==> src/rtl/fibre_tx_if.sv <==
// Parallel-side link bundle of the fibre transmitter: byte/mode inputs and
// the serial line and word-clock outputs.
interface fibre_tx_if;
  logic [7:0] d_in;
  logic       prbs_on;
  logic       out;
  logic       clk_word;

  modport master (output d_in, output prbs_on, input out, input clk_word);
  modport slave  (input d_in, input prbs_on, output out, output clk_word);
endinterface

==> src/rtl/fibre_tx.sv <==
// Bit-clock serial transmitter: 8b/10b encoder with running disparity, 10:1
// serialiser, divide-by-10 word clock and a PRBS-7 test-pattern bypass.
module fibre_tx (
  input  logic      clk_bit,
  input  logic      rst,
  fibre_tx_if.slave lnk
);

  typedef enum logic {MODE_DATA, MODE_PRBS} mode_e;

  // 5b/6b codes in their RD- form, bit order abcdei from MSB
  function automatic logic [5:0] code6(input logic [4:0] x);
    case (x)
      5'd0:  code6 = 6'b100111;  5'd1:  code6 = 6'b011101;
      5'd2:  code6 = 6'b101101;  5'd3:  code6 = 6'b110001;
      5'd4:  code6 = 6'b110101;  5'd5:  code6 = 6'b101001;
      5'd6:  code6 = 6'b011001;  5'd7:  code6 = 6'b111000;
      5'd8:  code6 = 6'b111001;  5'd9:  code6 = 6'b100101;
      5'd10: code6 = 6'b010101;  5'd11: code6 = 6'b110100;
      5'd12: code6 = 6'b001101;  5'd13: code6 = 6'b101100;
      5'd14: code6 = 6'b011100;  5'd15: code6 = 6'b010111;
      5'd16: code6 = 6'b011011;  5'd17: code6 = 6'b100011;
      5'd18: code6 = 6'b010011;  5'd19: code6 = 6'b110010;
      5'd20: code6 = 6'b001011;  5'd21: code6 = 6'b101010;
      5'd22: code6 = 6'b011010;  5'd23: code6 = 6'b111010;
      5'd24: code6 = 6'b110011;  5'd25: code6 = 6'b100110;
      5'd26: code6 = 6'b010110;  5'd27: code6 = 6'b110110;
      5'd28: code6 = 6'b001110;  5'd29: code6 = 6'b101110;
      5'd30: code6 = 6'b011110;  default: code6 = 6'b101011;
    endcase
  endfunction

  // 3b/4b codes in their RD- form (primary D.x.P7 for y=7), bit order fghj
  function automatic logic [3:0] code4(input logic [2:0] y);
    case (y)
      3'd0: code4 = 4'b1011;  3'd1: code4 = 4'b1001;
      3'd2: code4 = 4'b0101;  3'd3: code4 = 4'b1100;
      3'd4: code4 = 4'b1101;  3'd5: code4 = 4'b1010;
      3'd6: code4 = 4'b0110;  default: code4 = 4'b1110;
    endcase
  endfunction

  // Returns {rd_after, abcdei, fghj}. The RD+ form of every unbalanced code
  // (and of the balanced D.7 / D.x.3 alternates) is the bitwise complement.
  function automatic logic [10:0] enc8b10b(input logic [7:0] d, input logic rd);
    logic [4:0] x;
    logic [2:0] y;
    logic [5:0] c6;
    logic [3:0] c4;
    logic       bal6, bal4, rd6, a7;
    x    = d[4:0];
    y    = d[7:5];
    c6   = code6(x);
    bal6 = ($countones(c6) == 3);
    if (rd && (!bal6 || x == 5'd7)) c6 = ~c6;
    rd6  = bal6 ? rd : ~rd;
    a7   = (y == 3'd7) &&
           ((!rd6 && (x == 5'd17 || x == 5'd18 || x == 5'd20)) ||
            ( rd6 && (x == 5'd11 || x == 5'd13 || x == 5'd14)));
    c4   = a7 ? 4'b0111 : code4(y);
    bal4 = ($countones(c4) == 2);
    if (rd6 && (!bal4 || y == 3'd3)) c4 = ~c4;
    enc8b10b = {(bal4 ? rd6 : ~rd6), c6, c4};
  endfunction

  logic [3:0]  cnt_q, cnt_d;
  logic        clk_word_q, clk_word_d;
  logic        out_q, out_d;
  logic [9:0]  shreg_q, shreg_d;
  logic        rd_q, rd_d;
  logic [6:0]  lfsr_q, lfsr_d;
  mode_e       mode_q, mode_d;
  logic        load;
  logic [10:0] enc;

  assign load = (cnt_q == 4'd9);
  assign enc  = enc8b10b(lnk.d_in, rd_q);

  always_comb begin
    cnt_d      = load ? 4'd0 : cnt_q + 4'd1;
    clk_word_d = (cnt_d < 4'd5);
    mode_d     = load ? (lnk.prbs_on ? MODE_PRBS : MODE_DATA) : mode_q;
    shreg_d    = {shreg_q[8:0], 1'b0};
    out_d      = shreg_q[9];
    rd_d       = rd_q;
    lfsr_d     = lfsr_q;
    // The mode of the word being started decides the source, so a mode
    // change only lands on a word boundary.
    if (mode_d == MODE_PRBS) begin
      out_d  = lfsr_q[6];
      lfsr_d = {lfsr_q[5:0], lfsr_q[6] ^ lfsr_q[5]};
    end else if (load) begin
      out_d   = enc[9];
      shreg_d = {enc[8:0], 1'b0};
      rd_d    = enc[10];
    end
  end

  always_ff @(posedge clk_bit or negedge rst) begin
    if (!rst) begin
      cnt_q      <= 4'd9;
      clk_word_q <= 1'b0;
      out_q      <= 1'b0;
      shreg_q    <= 10'd0;
      rd_q       <= 1'b0;
      lfsr_q     <= 7'h7F;
      mode_q     <= MODE_DATA;
    end else begin
      cnt_q      <= cnt_d;
      clk_word_q <= clk_word_d;
      out_q      <= out_d;
      shreg_q    <= shreg_d;
      rd_q       <= rd_d;
      lfsr_q     <= lfsr_d;
      mode_q     <= mode_d;
    end
  end

  assign lnk.out      = out_q;
  assign lnk.clk_word = clk_word_q;

endmodule

==> src/flat_wrapper.sv <==
// flat-port wrapper written by rule: the top's interface ports become plain ports
module fibre_tx_flat 
  (clk_bit, rst, lnk_d_in, lnk_prbs_on, lnk_out, lnk_clk_word);
  fibre_tx_if lnk_i ();
  input  logic clk_bit;
  input  logic rst;
  input wire logic [$bits(lnk_i.d_in)-1:0] lnk_d_in;
  input wire logic [$bits(lnk_i.prbs_on)-1:0] lnk_prbs_on;
  output wire logic [$bits(lnk_i.out)-1:0] lnk_out;
  output wire logic [$bits(lnk_i.clk_word)-1:0] lnk_clk_word;
  assign lnk_i.d_in = lnk_d_in;
  assign lnk_i.prbs_on = lnk_prbs_on;
  assign lnk_out = lnk_i.out;
  assign lnk_clk_word = lnk_i.clk_word;
  fibre_tx u_core (.clk_bit(clk_bit), .rst(rst), .lnk(lnk_i));
endmodule
==> config.mk <==
export PLATFORM = sky130hd
export DESIGN_NAME = fibre_tx_flat
export DESIGN_NICKNAME = d
export VERILOG_FILES = /design/src/rtl/fibre_tx_if.sv /design/src/rtl/fibre_tx.sv /design/src/flat_wrapper.sv
export SDC_FILE = /design/constraint.sdc
export NUM_CORES = 1
export LEC_CHECK = 0
export BUFFER_PORTS_ARGS = -buffer_cell sky130_fd_sc_hd__buf_4
export CAP_MARGIN = 20
export CORE_UTILIZATION = 30
export CTS_BUF_LIST = sky130_fd_sc_hd__clkbuf_8 sky130_fd_sc_hd__clkbuf_16
export CTS_CLUSTER_DIAMETER = 120
export DETAILED_ROUTE_END_ITERATION = 8
export GPL_ROUTABILITY_DRIVEN = 1
export MAX_ROUTING_LAYER = met4
export PLACE_DENSITY = 0.49
export SLEW_MARGIN = 20
export SYNTH_ARGS = -nofsm -noshare
export SYNTH_HDL_FRONTEND = slang
export SYNTH_SLANG_ARGS = --single-unit
==> constraint.sdc <==
create_clock -name clk_bit -period 8.8 [get_ports clk_bit]
set_clock_uncertainty 0.05 [all_clocks]
set_input_delay 1.76 -clock clk_bit [delete_from_list [all_inputs] [get_ports clk_bit]]
set_output_delay 1.76 -clock clk_bit [all_outputs]
set_load 0.02 [all_outputs]
* After elaboration in Yosys (flattened, before gate mapping)
Memories as Yosys holds them, arrays and structs flattened.
Cells that the tools add are included.
Widths: inputs -> output; s select.
** Word-level totals
- Register bits :: 25
- Bits in latches :: 0
- Memory bits (writable) :: 0
- Bits in read-only memories :: 192
- Input bits :: 11
- Output and inout bits :: 2
- Logic and storage cells :: 71
- Memories :: 1
** Operators by class
- $add $sub $neg :: 9
- Multipliers :: 0
- Divide/modulo/power cells :: 0
- $lt $le $gt $ge :: 1
- Eq/ne operators :: 17
- Shift operators :: 0
- Mux-type cells :: 13
- Bitwise logic cells :: 6
- Reductions and logical operators :: 17
** Memories
- (no name shown) :: depth 32, width 6, read ports 1, clocked after memory_dff 0, wr ports 0, RTL line fibre_tx.sv:13 : case (x)
** Operators by type and width (count)
- $add 32x32->32 :: 3
- $eq 32x3->1 const B :: 2
- $pmux 4 s7 :: 1
- $mux 10 :: 2
- $eq 5x4->1 const B :: 3
- $eq 5x5->1 const B :: 3
- $eq 3x3->1 const B :: 4
- $mux 4 :: 3
- $add 1x1->2 :: 5
- $logic_or 1x1->1 :: 7
- $eq 3x2->1 const B :: 2
- $mux 1 :: 6
- $mux 6 :: 1
- $not 6->6 :: 1
- $eq 5x3->1 const B :: 1
- $logic_and 1x1->1 :: 5
- $add 4x1->4 const B :: 1
- $eq 4x4->1 const B :: 1
- $lt 4x3->1 const B :: 1
- $not 4->4 :: 1
- $eq 3x1->1 const B :: 1
- $logic_not 1->1 :: 3
- $logic_not 3->1 :: 1
- $not 1->1 :: 3
- 2 further kinds :: 2

* Longest topological paths before layout
Gate-level depths: netlist (run 1).
An unclocked memory read counts as a cell.
- Depth after elaboration :: 20
- Mapped depth :: 22
- Depth with buffers taken out :: 21

* Worst setup path after synthesis (run 1)
OpenSTA, ideal clock, no wires.
- Path type :: in2reg
- From :: input port lnk_d_in[1]
- To :: register u_core.shreg_q[2]
- Setup time :: 0.125 ns
- Arrival :: 6.585 ns
- Required time :: 8.625 ns
- Path slack :: 2.040 ns
- Cell stages on the path :: 22
- Path buffers :: 1
- Path through :: inv_1 > ha_1 > nand2_1 > o21a_1 > mux4_2 > ha_1 > fa_1 > ha_1 > nand4bb_1 > clkbuf_1 > xnor2_1 > mux2i_1 > nand2_1 > a21bo_2 > ha_1 > ha_1 > fa_1 > nor3b_2 > o21ai_0 > nand2_1 > xnor2_1 > mux2_2
** On the way
- Cells in the longest elaborated chain, start to end :: 20
- Elaborated cells between the ends (all ways) :: 35
- Those cells by class :: 8 x add/sub; 8 x eq/ne; 5 x mux; 1 x bitwise; 12 x reduce/logical; 1 x memory
** Ends and longest elaborated chain
- start: declaration :: RTL line flat_wrapper.sv:7 : input wire logic [$bits(lnk_i.d_in)-1:0] lnk_d_in;
- $mem_v2 32x6
- $add 1x1->2 (not written as such) :: RTL line fibre_tx.sv:54 : bal6 = ($countones(c6) == 3);
- $add 32x32->32 (not written as such) (2 in a row) :: RTL line fibre_tx.sv:54
- $eq 32x3->1 :: RTL line fibre_tx.sv:54
- $mux 1 :: RTL line fibre_tx.sv:56 : rd6 = bal6 ? rd : ~rd;
- $logic_not 1->1 :: RTL line fibre_tx.sv:58 : ((!rd6 && (x == 5'd17 || x == 5'd18 || x == 5'd20)) ||
- $logic_and 1x1->1 :: RTL line fibre_tx.sv:58
- $logic_or 1x1->1 :: RTL line fibre_tx.sv:58
- [4 not listed]
- $eq 32x3->1 :: RTL line fibre_tx.sv:61 : bal4 = ($countones(c4) == 2);
- $logic_not 1->1 :: RTL line fibre_tx.sv:62 : if (rd6 && (!bal4 || y == 3'd3)) c4 = ~c4;
- $logic_or 1x1->1 :: RTL line fibre_tx.sv:62
- $logic_and 1x1->1 :: RTL line fibre_tx.sv:62
- $mux 4 * :: RTL line fibre_tx.sv:62
- $mux 10 * :: RTL line fibre_tx.sv:92 : end else if (load) begin
- $mux 10 * :: RTL line fibre_tx.sv:89 : if (mode_d == MODE_PRBS) begin
- via u_core.shreg_d[2] :: RTL line fibre_tx.sv:69 : logic [9:0] shreg_q, shreg_d;
- end signal: assignment :: RTL line fibre_tx.sv:112 : shreg_q <= shreg_d;
- end: declaration :: RTL line fibre_tx.sv:69
Mark *: on every way through the listed nets, which the timed path passes. The rest lies on a longest branch.
A chain may end at the register's enable or synchronous reset.

* Worst setup path after layout (run 1)
- From :: input port lnk_d_in[0]
- To :: register u_core.shreg_q[2]
Same word-level chain as after synthesis.

==> flow_summary.yaml, run 1 <==
run_status:
  status: "finished clean"
final_layout:
  nNetsFinal: 235
  antenna_cells: 0
  drive_gt1_share_pct: 18.0
  areaGrowthSynthToFinish_pct: 10.3
  final_cells: 281
synth:
  synth-seq-cells: 24
  async_flop_share_pct: 100
  ys_top_cells_by_area: "dfrtp_1 (20%), dfstp_2 (13%), ha_1 (9.3%)"
  syn_nets: 230
  synth_edf_count: 0
  ys_warn_count: 0
  yosysSeqAreaShare_pct: 32.6
  netlist_instances: 202
  yosysTopAreaCellShare_pct: 20.0
  synth_ff_type: "dfrtp_1"
  netlist_area_mm2: 0.00188
  synth_largest_area_cell: "dfrtp_1"
  avgSynthCellArea_um2: 9.28
  ys_types: 53
sta:
  tns_ps: 0
  fin_ws_ps: 1780
  hold_violations: 0
  finalMaxSlewViolations: 0
  setup_violations: 0
  post-route-period-util_pct: 79.7
  holdWs_ps: 407
  slew_headroom_pct: 59.3
  tightest_slew_ps: 609
  rsz0062_at_grt: "false"
  fmax_ghz: 0.143
  min_period_ps: 7020
power:
  switchingPower_uw: 116
  switching_share_pct: 32.3
  peakVddDrop_uv: 100
  clkPwrFrac_pct: 26.5
  internal_power_uw: 243
  power_frac_comb_pct: 39.7
  seqPwrFrac_pct: 33.8
  leakagePower_uw: 0.000935
  powerDensity_mw_per_mm2: 173
critical_path:
  cp-start-kind: "primary input"
  worstPathArrival_ps: 7120
  path_max_fanout: 6
  crit_type: "in -> reg"
  regToRegStartpoint: "u_core.rd_q"
  crit_required_ps: 8910
  reg2reg_to: "u_core.shreg_q[2]"
  r2r_cells: 12
  reg2reg_slack_ps: 5340
  critPathCaptureType: "register"
floorplan:
  die_area_mm2: 0.00657
  die_h_um: 81.1
  core_area_mm2: 0.00599
  start_util_pct: 31.3
  ios: 13
  core.rowCount: 28
  die_w_um: 81.1
min_path:
  hold_depth: 2
  hp-class: "reg -> reg"
  holdCritStartpoint: "u_core.lfsr_q[2]"
  hold_end: "u_core.lfsr_q[2]"
clock_network:
  cts_resized: 0
  cts_num_sinks: 24
  clk_latency_ps: 260
  htree_levels: 1
  clk_pin_slew_ps: 90
  cts_buffers: 3
  cts_tree: "yes"
  postCtsSetupRepairBufs: 0
  cts-root-buf: "clkbuf_8"
  clockBufferDepth: 2
  holdBufCountCts: 0
global_routing:
  antenna_found_initial: 0
  grt_usage_pct: 11.7
  grt_max_degree: 27
  grt_pass1_wl_um: 5960
  overflow: 0
  first_global_vias: 1294
placed_design:
  dp_slack_ps: 1470
  hpwlAfterDp_um: 2450
  numPortBuffers: 12
  gp_congestion: 0.780
  placed_cells: 277
route:
  drt_iter0_drc: 49
  wl_um: 3290
  wl_per_cell_um: 11.7
  final_antenna_net_count: 0
  route.detailed.drc: 0
  first_pass_iters: 4
  routed_via_density: 4.67
  route.vias.total: 1311
flow_run:
  max-cap-violations: 0
## per-layer routing
metal	vias up	wire [um]	track usage (%)	share of wire (%)
met2	14	1440	18.3	44
met1	594	1770	16.2	54
li1	701	-	-	-
met4	0	20	2.68	0.61
met5	-	0	-	0
met3	2	61	1.01	1.9
## final cells by class
cell class / instances / area (um2)
clock buffer: 3 / 41.3
clock inverter: 1 / 30.0
fill: 632 / 3920
inverter: 9 / 36.3
multi-input combinational: 157 / 1170
sequential: 24 / 612
tap: 75 / 93.8
timing repair buffer: 12 / 90.1
## power by group through the flow
stage,logic [uW],registers (uW),clock network [uW]
final,142,121,95.0
after global routing,165,122,101
after CTS,145,121,97.5
after detailed placement,145,123,0
after global placement,144,123,0
after floorplan,115,125,0
## cell usage after synthesis, types with 2 or more instances
master,instances
nand3_1,3
xor2_1,8
ha_1,14
a211oi_1,2
o21ai_1,5
o21ai_0,11
mux2_2,3
nor2_1,6
a21oi_1,2
inv_1,8
clkbuf_1,4
nor3b_1,3
mux2i_1,8
and3_1,3
xnor2_1,7
buf_2,7
nor3_1,3
o211ai_1,3
nand2b_1,2
nor2b_1,5
dfrtp_1,15
fa_1,3
a211o_1,2
dfstp_2,9
nand2_1,38
## flip-flops by register name (all words and copies together), names as in the netlist
signal,flops
u_core.shreg_q,9
u_core.lfsr_q,7
u_core.cnt_q,4
u_core.lnk.clk_word,1
u_core.lnk.out,1
u_core.mode_q,1
u_core.rd_q,1
## how the worst max path moves through the flow
stage	start	to	slack, ps	cells after the start
3_3_place_gp	lnk_d_in[0]	u_core.shreg_q[2]	1520	22
5_1_grt	lnk_d_in[0]	u_core.shreg_q[2]	1250	22
3_5_place_dp	lnk_d_in[1]	u_core.shreg_q[2]	1470	22
4_1_cts	lnk_d_in[1]	u_core.shreg_q[2]	1750	22
6_report	lnk_d_in[0]	u_core.shreg_q[2]	1780	22
2_1_floorplan	lnk_d_in[1]	u_core.shreg_q[2]	2040	22
## logic make-up after synthesis
family | synth area share [%]
adder cells (fa/ha/maj) | 12.5
multiplexers | 8.47
XOR/XNOR | 7.00
buffers and inverters | 5.20
AND/OR/NAND/NOR | 20.0
AO/OA/AOI/OAI | 14.1
flip-flops | 32.6
## cell usage in the layout, fill, tap and decap left out, types with 6 or more instances in the layout
cell type | netlist | routed
nor2_1 | 6 | 6
dfrtp_1 | 15 | 15
o21ai_0 | 11 | 11
mux2i_1 | 8 | 8
nand2_1 | 38 | 38
buf_4 | 0 | 12
ha_1 | 14 | 14
inv_1 | 8 | 8
dfstp_2 | 9 | 9
xor2_1 | 8 | 8
xnor2_1 | 7 | 7
## metrics by stage
stage / area, um2 / power (uW) / util [%]
after floorplan: 1880 / 239 / -
after global placement: 2000 / 267 / 33.4
after detailed placement: 2000 / 268 / 33.4
after CTS: 2070 / 364 / 34.5
after global routing: 2070 / 388 / 34.5
final: 2070 / 358 / 34.5
## worst max-delay path, stage by stage
cell	delay [ps]
buf_4	120
inv_1	90
ha_1	280
or2_2	290
a21boi_0	220
o31a_1	240
ha_1	280
fa_1	430
ha_1	280
nand4bb_1	240
xnor2_1	390
mux2i_1	270
nand2_1	70
a21bo_2	210
ha_1	290
ha_1	210
fa_1	470
nor3b_2	310
o21ai_0	170
nand2_1	160
xnor2_1	80
mux2_2	260
No activity file was read; power rests on OpenSTA's default activity.
==> inputs of run 2 (changes only) <==
--- a/config.mk
+++ b/config.mk
@@ -5,6 +5,7 @@
 export SDC_FILE = /design/constraint.sdc
 export NUM_CORES = 1
 export LEC_CHECK = 0
+export ABC_AREA = 1
 export BUFFER_PORTS_ARGS = -buffer_cell sky130_fd_sc_hd__buf_4
 export CAP_MARGIN = 20
 export CORE_UTILIZATION = 30
@@ -13,7 +14,7 @@
 export DETAILED_ROUTE_END_ITERATION = 8
 export GPL_ROUTABILITY_DRIVEN = 1
 export MAX_ROUTING_LAYER = met4
-export PLACE_DENSITY = 0.49
+export PLACE_DENSITY = 0.51
 export SLEW_MARGIN = 20
 export SYNTH_ARGS = -nofsm -noshare
 export SYNTH_HDL_FRONTEND = slang
==> constraint.sdc (replaced) <==
create_clock -name clk_bit -period 6.3 [get_ports clk_bit]
set_clock_uncertainty 0.05 [all_clocks]
set_input_delay 1.26 -clock clk_bit [delete_from_list [all_inputs] [get_ports clk_bit]]
set_output_delay 1.26 -clock clk_bit [all_outputs]
set_load 0.02 [all_outputs]
==> run 2 against run 1 <==
Net effect: sequential power up 64%; sequential cell count unchanged; hold slack worse by 1.7 ps.
==> flow_summary.yaml, run 2 <==
run_status:
  status: "finished clean"
sta:
  slew_headroom_pct: 78.6
  holdWs_ps: 406
  post-route-period-util_pct: 92.0
  finalMaxSlewViolations: 0
  tns_ps: 0
  setup_violations: 0
  hold_violations: 0
  tightest_slew_ps: 320
  rsz0062_at_grt: "false"
  fmax_ghz: 0.173
  fin_ws_ps: 504
  min_period_ps: 5800
floorplan:
  die_area_mm2: 0.00623
  die_w_um: 78.9
  core.rowCount: 27
  ios: 13
  core_area_mm2: 0.00561
  die_h_um: 78.9
  start_util_pct: 31.6
final_layout:
  final_common_cell: "nand2_1"
  regMostFlops: "u_core.shreg_q"
  nNetsFinal: 273
  drive_gt1_share_pct: 16.0
  largest_registers: "u_core.shreg_q x9, u_core.lfsr_q x7, u_core.cnt_q x4"
  areaGrowthSynthToFinish_pct: 12.8
  antenna_cells: 0
  largest_register_ffs: 9
  final_cell_mix: "nand2_1 (83), inv_1 (23), nand3_1 (19)"
synth:
  synth-seq-cells: 24
  ys_top_cells_by_area: "dfrtp_1 (21%), nand2_1 (18%), dfstp_2 (13%)"
  synth_xor_area_share_pct: 2.96
  yosysSeqAreaShare_pct: 34.5
  synth_compound_area_share_pct: 10.2
  yosysTopAreaCellShare_pct: 21.2
  syn_nets: 259
  synth_commonest_cells: "nand2_1 (83), inv_1 (23), nand3_1 (19)"
  ys_warn_count: 0
  synthMuxAreaShare_pct: 0
  post-synth-top-count-cell: "nand2_1"
  ys_types: 35
  synthAdderAreaFrac_pct: 13.3
  avgSynthCellArea_um2: 7.68
  netlist_area_mm2: 0.00177
  synth_top_family_by_area: "simple AND/OR/NAND/NOR gates"
  async_flop_share_pct: 100
  synth-simple-area-share_pct: 31.5
  synth_edf_count: 0
  synth_largest_area_cell: "dfrtp_1"
  synth_ff_type: "dfrtp_1"
  netlist_instances: 231
critical_path:
  reg2reg_to: "u_core.shreg_q[4]"
  critPathCaptureType: "register"
  path_max_fanout: 5
  r2r_cells: 18
  reg2reg_slack_ps: 3310
  crit_top_cell: "nand2_1"
  critPathSlowestCell: "fa_1"
  slowest_delay_ps: 490
  worstPathArrival_ps: 5950
  crit_type: "in -> reg"
  cp-start-kind: "primary input"
  regToRegStartpoint: "u_core.rd_q"
  crit_required_ps: 6460
global_routing:
  use_met1_pct: 15.7
  grt_max_degree: 25
  grt_pass1_wl_um: 5800
  met3_usage_pct: 2.87
  overflow: 0
  first_global_vias: 1340
  grt_usage_pct: 11.7
  grt.busiest_layer: "met2"
  antenna_found_initial: 0
  use_met2_pct: 18.4
clock_network:
  cts_resized: 0
  cts_tree: "yes"
  clk_latency_ps: 260
  htree_levels: 1
  cts_buffers: 3
  cts-root-buf: "clkbuf_8"
  postCtsSetupRepairBufs: 0
  holdBufCountCts: 0
  clockBufferDepth: 2
  cts_num_sinks: 24
  clk_pin_slew_ps: 90
power:
  peakVddDrop_uv: 104
  leakagePower_uw: 0.00104
  powerDensity_mw_per_mm2: 268
route:
  first_pass_iters: 4
  wl_um: 3200
  final_antenna_net_count: 0
  drt_iter0_drc: 64
  routed_via_density: 4.59
  route.detailed.drc: 0
  wl_per_cell_um: 10.1
  route.vias.total: 1450
placed_design:
  gp_congestion: 0.797
  dp_slack_ps: 225
  hpwlAfterDp_um: 2570
  numPortBuffers: 12
min_path:
  holdCritStartpoint: "u_core.shreg_q[7]"
  hold_depth: 2
  hp-class: "reg -> reg"
  hold_end: "u_core.shreg_q[8]"
flow_run:
  max-cap-violations: 0
==> run 2: cell count changes after synthesis, sizes merged, moves of 4 or more <==
cell	change
xnor2	-6
nand2	+46
mux2i	-9
inv	+19
nand3	+17
nor2b	-5
buf	-5
clkbuf	-4
nor2	+9
==> run 2: logic make-up after synthesis <==
| kind of cell | count (synthesis) |
|---|---|
| AND/OR/NAND/NOR | 125 |
| buffers and inverters | 31 |
| AO/OA/AOI/OAI | 28 |
| flip-flops | 24 |
| adder cells (fa/ha/maj) | 17 |
| XOR/XNOR | 6 |
==> run 2: how the worst max path moves through the flow <==
stage,startpoint,endpoint,slack [ps]
detailed placement,lnk_d_in[1],u_core.shreg_q[4],230
floorplan,lnk_d_in[1],u_core.shreg_q[4],830
global placement,lnk_d_in[1],u_core.shreg_q[4],220
CTS,lnk_d_in[1],u_core.shreg_q[4],510
global route,lnk_d_in[1],u_core.shreg_q[4],160
finish,lnk_d_in[1],u_core.shreg_q[4],500
==> run 2: power by group <==
part           switching [uW]  total, uW  leakage [uW]  internal (uW)
logic                     126        205      0.000704           78.6
clock network            48.6        133     0.0000357           84.9
registers                10.5        198      0.000300            187
==> run 2: worst max-delay path, delay by kind of cell <==
family / cells / cell delay (ps)
compound gates: 2 / 380
fa+ha+maj: 7 / 2200
buf+inv: 7 / 580
simple gates: 15 / 1510
==> run 2: final cells by class <==
class	count	area (um2)
Clock buffer	3	41.3
Sequential cell	24	612
Tap cell	72	90.1
Inverter	28	113
Clock inverter	1	30.0
Timing Repair Buffer	12	90.1
Multi-Input combinational cell	176	1030
Fill cell	619	3610
==> run 2: stage by stage <==
stage | area, um2 | util (%) | std cells | total power (uW)
4_1_cts | 2000 | 35.7 | 316 | 546
5_1_grt | 2000 | 35.7 | 316 | 586
2_1_floorplan | 1770 | - | 231 | 360
6_report | 2000 | 35.7 | 316 | 536
3_3_place_gp | 1930 | 34.4 | 312 | 407
3_5_place_dp | 1930 | 34.4 | 312 | 409
==> run 2: layer usage <==
metal | wire [um] | part of all wire [%] | vias up
met2 | 1400 | 44 | 19
met3 | 117 | 3.7 | 2
met4 | 17 | 0.53 | 0
met1 | 1660 | 52 | 658
met5 | 0 | 0 | -
li1 | - | - | 771
